[src/rtl/traffic_pkg.sv]
// Shared lamp, phase and pattern definitions for the traffic lamp checker.
// Lamp codes are {red,yellow,green}; exactly one lamp lit is a clean code.
package traffic_pkg;

    localparam int RED = 2;
    localparam int YEL = 1;
    localparam int GRN = 0;

    localparam logic [2:0] LAMP_R = 3'(1 << RED);
    localparam logic [2:0] LAMP_Y = 3'(1 << YEL);
    localparam logic [2:0] LAMP_G = 3'(1 << GRN);

    typedef enum logic [2:0] {
        PH_SYNC        = 3'd0,
        PH_EW_G        = 3'd1,
        PH_EW_Y        = 3'd2,
        PH_ALL_R_TO_NS = 3'd3,
        PH_NS_G        = 3'd4,
        PH_NS_Y        = 3'd5,
        PH_ALL_R_TO_EW = 3'd6
    } phase_e;

    typedef enum logic [2:0] {
        PAT_ALL_R,
        PAT_EW_G,
        PAT_EW_Y,
        PAT_NS_G,
        PAT_NS_Y,
        PAT_INVALID
    } pattern_e;

    function automatic logic lamp_ok(input logic [2:0] l);
        return (l == LAMP_R) || (l == LAMP_Y) || (l == LAMP_G);
    endfunction

    // Pattern that keeps a tracked phase where it is.
    function automatic pattern_e hold_pattern(input phase_e p);
        pattern_e r;
        r = PAT_INVALID;
        case (p)
            PH_EW_G:        r = PAT_EW_G;
            PH_EW_Y:        r = PAT_EW_Y;
            PH_NS_G:        r = PAT_NS_G;
            PH_NS_Y:        r = PAT_NS_Y;
            PH_ALL_R_TO_NS: r = PAT_ALL_R;
            PH_ALL_R_TO_EW: r = PAT_ALL_R;
            default:        r = PAT_INVALID;
        endcase
        return r;
    endfunction

endpackage

[src/rtl/traffic_pattern_decode.sv]
// Combinational decode of the four registered lamp buses into an axis
// pattern plus the onehot, pairing and axis-conflict indications.
module traffic_pattern_decode
    import traffic_pkg::*;
(
    input  logic [2:0] east,
    input  logic [2:0] south,
    input  logic [2:0] west,
    input  logic [2:0] north,
    output pattern_e   pattern,
    output logic       bad_onehot,
    output logic       bad_pair,
    output logic       conflict
);

    always_comb begin
        bad_onehot = !lamp_ok(east) || !lamp_ok(south) ||
                     !lamp_ok(west) || !lamp_ok(north);
        bad_pair   = (east != west) || (south != north);
        // Anything other than a clean red counts as showing a go aspect.
        conflict   = (east != LAMP_R) && (south != LAMP_R);
        pattern    = PAT_INVALID;
        if (!bad_onehot && !bad_pair) begin
            case ({east, south})
                {LAMP_G, LAMP_R}: pattern = PAT_EW_G;
                {LAMP_Y, LAMP_R}: pattern = PAT_EW_Y;
                {LAMP_R, LAMP_G}: pattern = PAT_NS_G;
                {LAMP_R, LAMP_Y}: pattern = PAT_NS_Y;
                {LAMP_R, LAMP_R}: pattern = PAT_ALL_R;
                default:          pattern = PAT_INVALID;
            endcase
        end
    end

endmodule

[config.mk]
export PLATFORM = sky130hd
export DESIGN_NAME = traffic_pattern_decode
export DESIGN_NICKNAME = d
export VERILOG_FILES = /design/src/rtl/traffic_pkg.sv /design/src/rtl/traffic_pattern_decode.sv
export SDC_FILE = /design/constraint.sdc
export NUM_CORES = 1
export LEC_CHECK = 0
export CORE_AREA = 2 2 39 41
export DETAILED_ROUTE_END_ITERATION = 8
export DIE_AREA = 0 0 41 43
export SLEW_MARGIN = 5
export SYNTH_ARGS = -nofsm -noshare
export SYNTH_HDL_FRONTEND = slang
export SYNTH_SLANG_ARGS = --single-unit
[constraint.sdc]
create_clock -name vclk -period 2.8
set_clock_uncertainty 0.05 [all_clocks]
set_input_delay 0.56 -clock vclk [all_inputs]
set_output_delay 0.56 -clock vclk [all_outputs]
set_load 0.05 [all_outputs]
==> out/results.ini, run 1 <==
[die]
io_pins = 18
die-height_um = 43
die_width_um = 41
core_mm2 = 0.00138
std_cell_rows = 14
initial_core_util_pct = 24.1
die-area_mm2 = 0.00176

[timing]
setup_viol = 0
tns_ps = 0
worstMarginPinSlew_ps = 321
fin_crit_ps = 2770
fin_crit_sh_pct = 98.9
rsz0062_at_grt = no
fmax_mhz = 361
hold_violations = 0
drv_slew = 0
maxSlewHeadroom_pct = 78.4

[worst_setup_path]
required_ps = 2190
cp_max_fo = 3
start_kind = primary input
crit_arrival_ps = 2160
critPathCaptureType = output pin
crit_type = primary input to output pin

[power_and_ir_drop]
combPwrFrac_pct = 100.0
ir_drop_mv = 0.0839
p_sw_share_pct = 48.8
p_int_mw = 0.0451
clkPwrFrac_pct = 0
power.density_mw_per_mm2 = 129
switching_power_mw = 0.0430
seqPwrFrac_pct = 0
p_leak_nw = 0.285

[synth]
syn-num-nets = 59
syn_area_per_cell_um2 = 7.11
ys_seq_area_share_pct = 0
yosysWarnings = 0
syn_area_um2 = 334
syn_inst = 47
synth_cell_types = 26

[hold_path]
hp-class = primary input to output pin
min_to = conflict
hold_path.startpoint = south[2]
min_path_cells = 3

[finish]
seq_area_um2 = 0
drive_gt1_share_pct = 59.7
antenna_cells = 0
nets = 91
utilization_pct = 49.2
n_clock_buffer = 0
n_sequential_cell = 0
area.growth.synth_to_final_pct = 104

[grt]
antenna_found_initial = 0
grt_overflow = 0
grt_pass1_vias = 443
grt_pass1_wl_um = 1900
grt_max_degree = 10
grt_use_total_pct = 15.1

[routing]
route.vias.total = 453
wl_per_cell_um = 12.4
ant_nets = 0
drt-total-wl_um = 1160
drtPass1Iterations = 3
viasPerCell = 4.87
initialDrtViolationCount = 5
drc = 0

[placement]
portBuffers = 18
gp_congestion = 0.866
hpwl_um = 922

[status]
status = complete, no violations

[job]
max-cap-violations = 0

==> layout by cell type (no fill, tap or decap), types with 3 or more instances in the layout <==
cell type / count
buf_4: 17
nor2_1: 6
xor2_1: 6
buf_2: 5
buf_6: 4
xnor2_1: 3
==> how the worst max path moves through the flow <==
stage,from,to,slack (ps),cells past startpoint
6_report,north[0],pattern[0],30,6
3_3_place_gp,east[2],pattern[0],-430,6
5_1_grt,north[0],pattern[0],3,6
3_5_place_dp,east[2],pattern[0],-410,6
4_1_cts,west[1],pattern[0],-50,7
2_1_floorplan,east[2],pattern[0],-20,5
==> power by group through the flow <==
stage | Sequential (mW) | Clock [mW] | Combinational [mW]
6_report | 0 | 0 | 0.0881
3_5_place_dp | 0 | 0 | 0.0876
4_1_cts | 0 | 0 | 0.0876
2_1_floorplan | 0 | 0 | 0.0432
3_3_place_gp | 0 | 0 | 0.0872
5_1_grt | 0 | 0 | 0.0948
==> repair_timing <==
action                     CTS  global route
setup buffers                1             0
setup endpoints to repair    4             2
resized for setup           49             7
pin swaps                    9             6
hold buffers                 0             0
==> stage by stage <==
step                area (um2)  power (mW)  hold slack, ps  setup slack [ps]  instances
floorplan                  365      0.0432            1140             -18.8         47
global placement           664      0.0872            1910              -434         94
detailed placement         664      0.0876            1910              -414         94
CTS                        686      0.0876            1530             -49.6         94
global route               681      0.0948            1500              2.66         93
finish                     681      0.0881            1470              31.7         93
==> logic make-up after synthesis <==
kind of cell	Yosys count	synth area share (%)
simple gates	24	44.6
xor+xnor	10	26.2
compound gates	8	16.5
buf+inv	5	12.7
==> layer usage <==
layer | GRT usage, % | vias to the layer above | part of all wire [%]
li1 | - | 229 | -
met3 | 0 | 0 | 1.4
met4 | 0 | 0 | 0
met1 | 19.3 | 219 | 43
met5 | 0 | - | 0
met2 | 28.1 | 5 | 56
==> layout make-up <==
class	count	area [um2]
Fill cell	136	703
Tap cell	16	20.0
Multi-Input combinational cell	42	353
Timing Repair Buffer	35	308
==> Yosys cell counts <==
| master | n | share of area [%] |
|---|---|---|
| nand2_1 | 1 | 1.1 |
| or3_1 | 1 | 1.9 |
| nor4_1 | 3 | 5.6 |
| and2_1 | 1 | 1.9 |
| nand2b_1 | 2 | 3.7 |
| nor3_1 | 1 | 1.5 |
| o21ai_0 | 2 | 3.0 |
| nand3_1 | 1 | 1.5 |
| or4b_1 | 1 | 3.0 |
| nor4bb_1 | 1 | 3.0 |
| a22oi_1 | 1 | 2.2 |
| and4bb_2 | 1 | 3.7 |
| o21bai_1 | 1 | 2.2 |
| nand4_1 | 1 | 1.9 |
| xor2_1 | 7 | 18 |
| a21oi_1 | 2 | 3.0 |
| a211oi_1 | 1 | 2.2 |
| buf_2 | 1 | 1.5 |
| or2b_1 | 1 | 2.2 |
| buf_6 | 3 | 10 |
| nor2_1 | 7 | 7.9 |
| or4_1 | 1 | 2.2 |
| or4_4 | 1 | 3.4 |
| xnor2_1 | 3 | 7.9 |
| clkbuf_1 | 1 | 1.1 |
| a22oi_2 | 1 | 3.7 |
==> critical path, stage by stage <==
cell	delay, ps
clkdlybuf4s15_2	220
nor2_2	50
xor2_1	170
or4_4	490
or4b_4	500
buf_8	170
No activity file was read; power rests on OpenSTA's default activity.
==> inputs of run 2 (changes only) <==
--- a/config.mk
+++ b/config.mk
@@ -8,6 +8,7 @@
 export CORE_AREA = 2 2 39 41
 export DETAILED_ROUTE_END_ITERATION = 8
 export DIE_AREA = 0 0 41 43
+export GPL_ROUTABILITY_DRIVEN = 1
 export SLEW_MARGIN = 5
 export SYNTH_ARGS = -nofsm -noshare
 export SYNTH_HDL_FRONTEND = slang
==> results of run 2 <==
Final layout, timing and power as in run 1 (identical DEF).
